--- config.mk ---
export PLATFORM = sky130hd
export DESIGN_NAME = alu_btn_ctrl_flat
export DESIGN_NICKNAME = d
export VERILOG_FILES = /design/src/rtl/alu_btn_if.sv /design/src/rtl/alu_btn_ctrl.sv /design/src/flat_wrapper.sv
export SDC_FILE = /design/constraint.sdc
export NUM_CORES = 1
export LEC_CHECK = 0
export ABC_AREA = 0
export CORE_MARGIN = 3
export CORE_UTILIZATION = 55
export DETAILED_ROUTE_END_ITERATION = 16
export PLACE_DENSITY = 0.84
export SETUP_SLACK_MARGIN = 0.15
export SYNTH_ARGS = -nofsm -noshare
export SYNTH_HDL_FRONTEND = slang
export SYNTH_SLANG_ARGS = --single-unit
--- constraint.sdc ---
create_clock -name clk -period 3.2 [get_ports clk]
set_input_delay 0.48 -clock clk [delete_from_list [all_inputs] [get_ports clk]]
set_output_delay 0.48 -clock clk [all_outputs]
set_load 0.02 [all_outputs]
--- src/rtl/alu_btn_if.sv ---
// ALU datapath bus: operands/opcode out to the shared 4-bit ALU, result/flags back.
// The sequencer uses the master side; the ALU (or a model of it) uses the slave side.
interface alu_btn_if #(
  parameter int W = 4
);
  logic [W-1:0] alu_a;
  logic [W-1:0] alu_b;
  logic [2:0]   alu_op;
  logic [W-1:0] alu_out;
  logic         alu_zero;
  logic         alu_overflow;
  logic         alu_carry;

  modport master (
    output alu_a, alu_b, alu_op,
    input  alu_out, alu_zero, alu_overflow, alu_carry
  );

  modport slave (
    input  alu_a, alu_b, alu_op,
    output alu_out, alu_zero, alu_overflow, alu_carry
  );
endinterface

--- src/rtl/alu_btn_ctrl.sv ---
// Button/switch sequencer for the shared ALU: debounces buttons into one-cycle pulses,
// selects the opcode, launches an operation with latched operands and captures the result.
module alu_btn_ctrl #(
  parameter int DEB_CYCLES = 16,
  parameter int W          = 4
) (
  input  logic            clk,
  input  logic            rst,
  input  logic            btn_next,
  input  logic            btn_prev,
  input  logic            btn_exec,
  input  logic            btn_clear,
  input  logic [2*W-1:0]  sw,
  alu_btn_if.master       alu,
  output logic [W-1:0]    res,
  output logic [2:0]      res_flags,
  output logic            res_valid,
  output logic            busy,
  output logic [1:0]      state_dbg
);

  // Handshake: there is no valid/ready pair here. A debounced button pulse is a
  // one-cycle request that is either consumed on that edge or dropped; the ALU is
  // given exactly one settle cycle (SETUP) and its outputs are sampled on the next edge.

  localparam int CW = $clog2(DEB_CYCLES + 1);
  localparam int NB = 4;

  typedef enum logic [1:0] {
    S_IDLE  = 2'd0,
    S_SETUP = 2'd1,
    S_HOLD  = 2'd2
  } state_t;

  // Button index order: 0 next, 1 prev, 2 exec, 3 clear
  logic [NB-1:0] raw;
  logic [NB-1:0] sync1;
  logic [NB-1:0] sync2;
  logic [NB-1:0] deb;
  logic [NB-1:0] deb_q;
  logic [NB-1:0] pulse;
  logic [CW-1:0] cnt [NB];

  assign raw = {btn_clear, btn_exec, btn_prev, btn_next};

  always_ff @(posedge clk or posedge rst) begin
    if (rst) begin
      sync1 <= '0;
      sync2 <= '0;
      deb   <= '0;
      deb_q <= '0;
      for (int i = 0; i < NB; i++) cnt[i] <= '0;
    end else begin
      sync1 <= raw;
      sync2 <= sync1;
      deb_q <= deb;
      for (int i = 0; i < NB; i++) begin
        if (sync2[i] != deb[i]) begin
          // The increment that would reach DEB_CYCLES flips the level instead.
          if (cnt[i] == CW'(DEB_CYCLES - 1)) begin
            deb[i] <= ~deb[i];
            cnt[i] <= '0;
          end else begin
            cnt[i] <= cnt[i] + 1'b1;
          end
        end else begin
          cnt[i] <= '0;
        end
      end
    end
  end

  assign pulse = deb & ~deb_q;

  // Priority resolution: clear > exec > next/prev.
  logic p_clear;
  logic p_exec;
  logic p_next;
  logic p_prev;

  assign p_clear = pulse[3];
  assign p_exec  = pulse[2] & ~p_clear;
  assign p_next  = pulse[0] & ~p_clear & ~pulse[2];
  assign p_prev  = pulse[1] & ~p_clear & ~pulse[2];

  state_t         state;
  state_t         state_nxt;
  logic [W-1:0]   a_r;
  logic [W-1:0]   a_nxt;
  logic [W-1:0]   b_r;
  logic [W-1:0]   b_nxt;
  logic [2:0]     op_r;
  logic [2:0]     op_nxt;
  logic [W-1:0]   res_r;
  logic [W-1:0]   res_nxt;
  logic [2:0]     flags_r;
  logic [2:0]     flags_nxt;
  logic           valid_r;
  logic           valid_nxt;

  always_ff @(posedge clk or posedge rst) begin
    if (rst) begin
      state   <= S_IDLE;
      a_r     <= '0;
      b_r     <= '0;
      op_r    <= '0;
      res_r   <= '0;
      flags_r <= '0;
      valid_r <= 1'b0;
    end else begin
      state   <= state_nxt;
      a_r     <= a_nxt;
      b_r     <= b_nxt;
      op_r    <= op_nxt;
      res_r   <= res_nxt;
      flags_r <= flags_nxt;
      valid_r <= valid_nxt;
    end
  end

  always_comb begin
    state_nxt = state;
    a_nxt     = a_r;
    b_nxt     = b_r;
    op_nxt    = op_r;
    res_nxt   = res_r;
    flags_nxt = flags_r;
    valid_nxt = valid_r;

    if (p_clear) begin
      // Discards any operation in flight; operands are left as they were.
      state_nxt = S_IDLE;
      op_nxt    = '0;
      res_nxt   = '0;
      flags_nxt = '0;
      valid_nxt = 1'b0;
    end else begin
      case (state)
        S_SETUP: begin
          res_nxt   = alu.alu_out;
          flags_nxt = {alu.alu_zero, alu.alu_overflow, alu.alu_carry};
          valid_nxt = 1'b1;
          state_nxt = S_HOLD;
        end
        default: begin
          if (p_exec) begin
            a_nxt     = sw[2*W-1:W];
            b_nxt     = sw[W-1:0];
            valid_nxt = 1'b0;
            state_nxt = S_SETUP;
          end else if (p_next ^ p_prev) begin
            // Any opcode change makes a held result stale.
            op_nxt    = p_next ? op_r + 3'd1 : op_r - 3'd1;
            valid_nxt = 1'b0;
            state_nxt = S_IDLE;
          end
        end
      endcase
    end
  end

  assign alu.alu_a  = a_r;
  assign alu.alu_b  = b_r;
  assign alu.alu_op = op_r;
  assign res        = res_r;
  assign res_flags  = flags_r;
  assign res_valid  = valid_r;
  assign busy       = (state == S_SETUP);
  assign state_dbg  = state;

endmodule
--- src/flat_wrapper.sv ---
// flat-port wrapper written by rule: the top's interface ports become plain ports
module alu_btn_ctrl_flat 
#(
  parameter int DEB_CYCLES = 16,
  parameter int W          = 4
)
  (clk, rst, btn_next, btn_prev, btn_exec, btn_clear, sw, res, res_flags, res_valid, busy, state_dbg, alu_alu_a, alu_alu_b, alu_alu_op, alu_alu_out, alu_alu_zero, alu_alu_overflow, alu_alu_carry);
  alu_btn_if #(.W(W)) alu_i ();
  input  logic clk;
  input  logic rst;
  input  logic btn_next;
  input  logic btn_prev;
  input  logic btn_exec;
  input  logic btn_clear;
  input  logic [2*W-1:0] sw;
  output logic [W-1:0] res;
  output logic [2:0] res_flags;
  output logic res_valid;
  output logic busy;
  output logic [1:0] state_dbg;
  output wire logic [$bits(alu_i.alu_a)-1:0] alu_alu_a;
  output wire logic [$bits(alu_i.alu_b)-1:0] alu_alu_b;
  output wire logic [$bits(alu_i.alu_op)-1:0] alu_alu_op;
  input wire logic [$bits(alu_i.alu_out)-1:0] alu_alu_out;
  input wire logic [$bits(alu_i.alu_zero)-1:0] alu_alu_zero;
  input wire logic [$bits(alu_i.alu_overflow)-1:0] alu_alu_overflow;
  input wire logic [$bits(alu_i.alu_carry)-1:0] alu_alu_carry;
  assign alu_alu_a = alu_i.alu_a;
  assign alu_alu_b = alu_i.alu_b;
  assign alu_alu_op = alu_i.alu_op;
  assign alu_i.alu_out = alu_alu_out;
  assign alu_i.alu_zero = alu_alu_zero;
  assign alu_i.alu_overflow = alu_alu_overflow;
  assign alu_i.alu_carry = alu_alu_carry;
  alu_btn_ctrl #(.DEB_CYCLES(DEB_CYCLES), .W(W)) u_core (.clk(clk), .rst(rst), .btn_next(btn_next), .btn_prev(btn_prev), .btn_exec(btn_exec), .btn_clear(btn_clear), .sw(sw), .alu(alu_i), .res(res), .res_flags(res_flags), .res_valid(res_valid), .busy(busy), .state_dbg(state_dbg));
endmodule
==> results_dict.tcl <==
set metrics [dict create \
    cts.path.max_buffers 2 \
    finalNetCount 252 \
    nFillCells 245 \
    initial_core_util 0.590 \
    pre_cts_slack_ps 1110 \
    die_x_um 69.6 \
    io_buffers 42 \
    ctsHoldBuffers 0 \
    cap_violations 0 \
    drt_iter0_markers 69 \
    maxSlewHeadroom 0.361 \
    clk_pin_slew_ps 90 \
    critical_path_class "reg -> out" \
    diodes 0 \
    vias 1437 \
    globalplace.congestion 0.765 \
    synth_cell_types 31 \
    powerDensity_mw_per_mm2 532 \
    seq_area_mm2 0.00140 \
    max_freq_mhz 414 \
    holdCritPathClass "reg -> reg" \
    chipHeight_um 69.6 \
    fin_area_mm2 0.00279 \
    grt_setup_unrepaired "false" \
    endpoint_kind "output port" \
    p_leak_nw 1.38 \
    setup.worst_path.start "u_core.state_dbg[1]" \
    cts_sinks 56 \
    ir_drop_mv 0.359 \
    syn_avg_cell_area_um2 12.4 \
    drc 0 \
    cts-buffers-inserted 5 \
    finalCritPeriodShare 0.755 \
    overflow 0 \
    grt_max_degree 32 \
    cts_tree "yes" \
    drtAntennaViolNets 0 \
    dpl_cell_area_mm2 0.00268 \
    postCtsSetupBuffers 0 \
    syn-instance-count 180 \
    die_area_mm2 0.00484 \
    via_per_inst 5.23 \
    seq_area_frac_synth 0.630 \
    first_pass_iters 4 \
    tns_ps 0 \
    core-area_mm2 0.00377 \
    setup_violations 0 \
    start_kind "flop" \
    finalPower_mw 1.48 \
    std_cell_rows 22 \
    root_buffer "clkbuf_8" \
    syn_to_final_growth_pct 25.4 \
    first_global_vias 1591 \
    worstPathArrival_ps 1940 \
    skew_ps 8.58 \
    antenna_found_initial 0 \
    yosys_warnings 0 \
    netlist_area_mm2 0.00222 \
    synthesis.nets 206 \
    fin_crit_ps 2420 \
    wl_per_cell_um 14.8 \
    drv_slew 0 \
    layout-drive-gt1-share 0.110 \
    wirelength_um 4070 \
    clk_latency_ps 300 \
    grt_pass1_wl_um 7190 \
    worst_slack_ps 784 \
    h-tree-depth 2 \
    place_hpwl_um 3120 \
    pin_count 43 \
    hold_path_startpoint "u_core.sync1[3]" \
    cts_resized 0 \
    reg2reg_from "u_core.deb[2]" \
    final_util 0.739 \
    multiInputGateArea_um2 764 \
    hold_viol 0 \
    crit_fanout 11 \
    synth_seq_cells 56 \
    globalRouteTotalUtil 0.189 \
    status "finished clean" \
    worstMarginPinSlew_ps 956 \
    required_ps 2720 \
]
-- registers in the layout, indices dropped and copies added (netlist names) --
signal             flops
u_core.deb_q           4
u_core.res             4
u_core.deb             4
u_core.sync1           4
u_core.alu.alu_op      3
u_core.alu.alu_a       4
u_core.alu.alu_b       4
u_core.sync2           4
u_core.state_dbg       2
u_core.res_flags       3
u_core.cnt            20
-- final timing paths --
kind | end | slack, ps | depth (start not counted)
worst max-delay path | busy | 780 | 3
worst min-delay path | u_core.sync2[3] | 360 | 0
worst max register to register | u_core.alu.alu_op[2] | 1200 | 6
worst min register to register | u_core.sync2[3] | 360 | 0
max in group asynchronous | u_core.cnt[14] | 1900 | 3
min in group asynchronous | u_core.alu.alu_op[0] | 520 | 2
-- Yosys cell counts, drive strengths merged --
master | number | area (µm²)
mux2i | 1 | 10.0
o21ai | 6 | 30.0
or3 | 1 | 6.26
nor3 | 2 | 26.3
nor2 | 16 | 60.1
a21oi | 9 | 45.0
buf | 4 | 31.3
nand2b | 2 | 12.5
nand3 | 10 | 50.1
o211ai | 1 | 7.51
nor2b | 2 | 12.5
nor3b | 1 | 7.51
nand2 | 15 | 56.3
or2b | 1 | 11.3
ha | 4 | 50.1
inv | 7 | 26.3
and3 | 5 | 31.3
a21o | 1 | 7.51
a21boi | 1 | 7.51
mux2 | 12 | 135
fa | 1 | 20.0
xnor2 | 1 | 8.76
a22o | 1 | 8.76
dfrtp | 56 | 1400
xor2 | 13 | 114
and2b | 2 | 15.0
and2 | 5 | 31.3
-- stage by stage --
step	hold WS [ps]	std cells
6_report	355	275
5_1_grt	361	275
4_1_cts	358	275
3_5_place_dp	338	267
3_3_place_gp	334	267
2_1_floorplan	331	180
-- logic make-up (layout without fill, tap and decap cells) --
family / count (synthesis) / after routing / synth area share
buffers and inverters: 11 / 58 / 0.0259
XOR/XNOR: 14 / 14 / 0.0552
AO/OA/AOI/OAI: 19 / 19 / 0.0478
AND/OR/NAND/NOR: 62 / 62 / 0.144
flip-flops: 56 / 56 / 0.630
multiplexers: 13 / 13 / 0.0653
adder cells (fa/ha/maj): 5 / 5 / 0.0315
-- cells in the final DEF (no fill, tap or decap), drive strengths merged, types with 2 or more instances in the layout --
cell type      Yosys  routed
dfrtp             56      56
clkdlybuf4s50      0      42
nor2              16      16
nand2             15      15
xor2              13      13
mux2              12      12
nand3             10      10
a21oi              9       9
inv                7       7
o21ai              6       6
clkbuf             0       6
and3               5       5
and2               5       5
ha                 4       4
nand2b             2       2
nor2b              2       2
and2b              2       2
nor3               2       2
-- final cells by class --
| type | instances | share of cell area |
|---|---|---|
| Clock buffer | 6 | 0.0260 |
| Clock inverter | 2 | 0.0126 |
| Inverter | 7 | 0.00943 |
| Multi-Input combinational cell | 113 | 0.274 |
| Sequential cell | 56 | 0.503 |
| Tap cell | 48 | 0.0215 |
| Timing Repair Buffer | 43 | 0.154 |
-- critical path: stages (launching register included) --
cell and delay [ps]:
dfrtp_1 430, nand2b_1 300, inv_2 260, clkdlybuf4s50_1 640
-- report_power, final --
group	total, mW	internal, mW	switching, mW	leakage [nW]
Combinational	0.245	0.125	0.120	0.608
Sequential	0.795	0.760	0.0344	0.720
Clock	0.443	0.232	0.211	0.0552
Total	1.48	1.12	0.365	1.38
-- metal layers --
layer / vias to the layer above / share of wire / GRT usage
li1: 685 / - / -
met1: 704 / 0.39 / 0.207
met2: 40 / 0.54 / 0.354
met3: 8 / 0.051 / 0.0522
met4: 0 / 0.014 / 0.0521
met5: - / 0 / 0
Note: power is estimated with default switching activity, not from simulation.
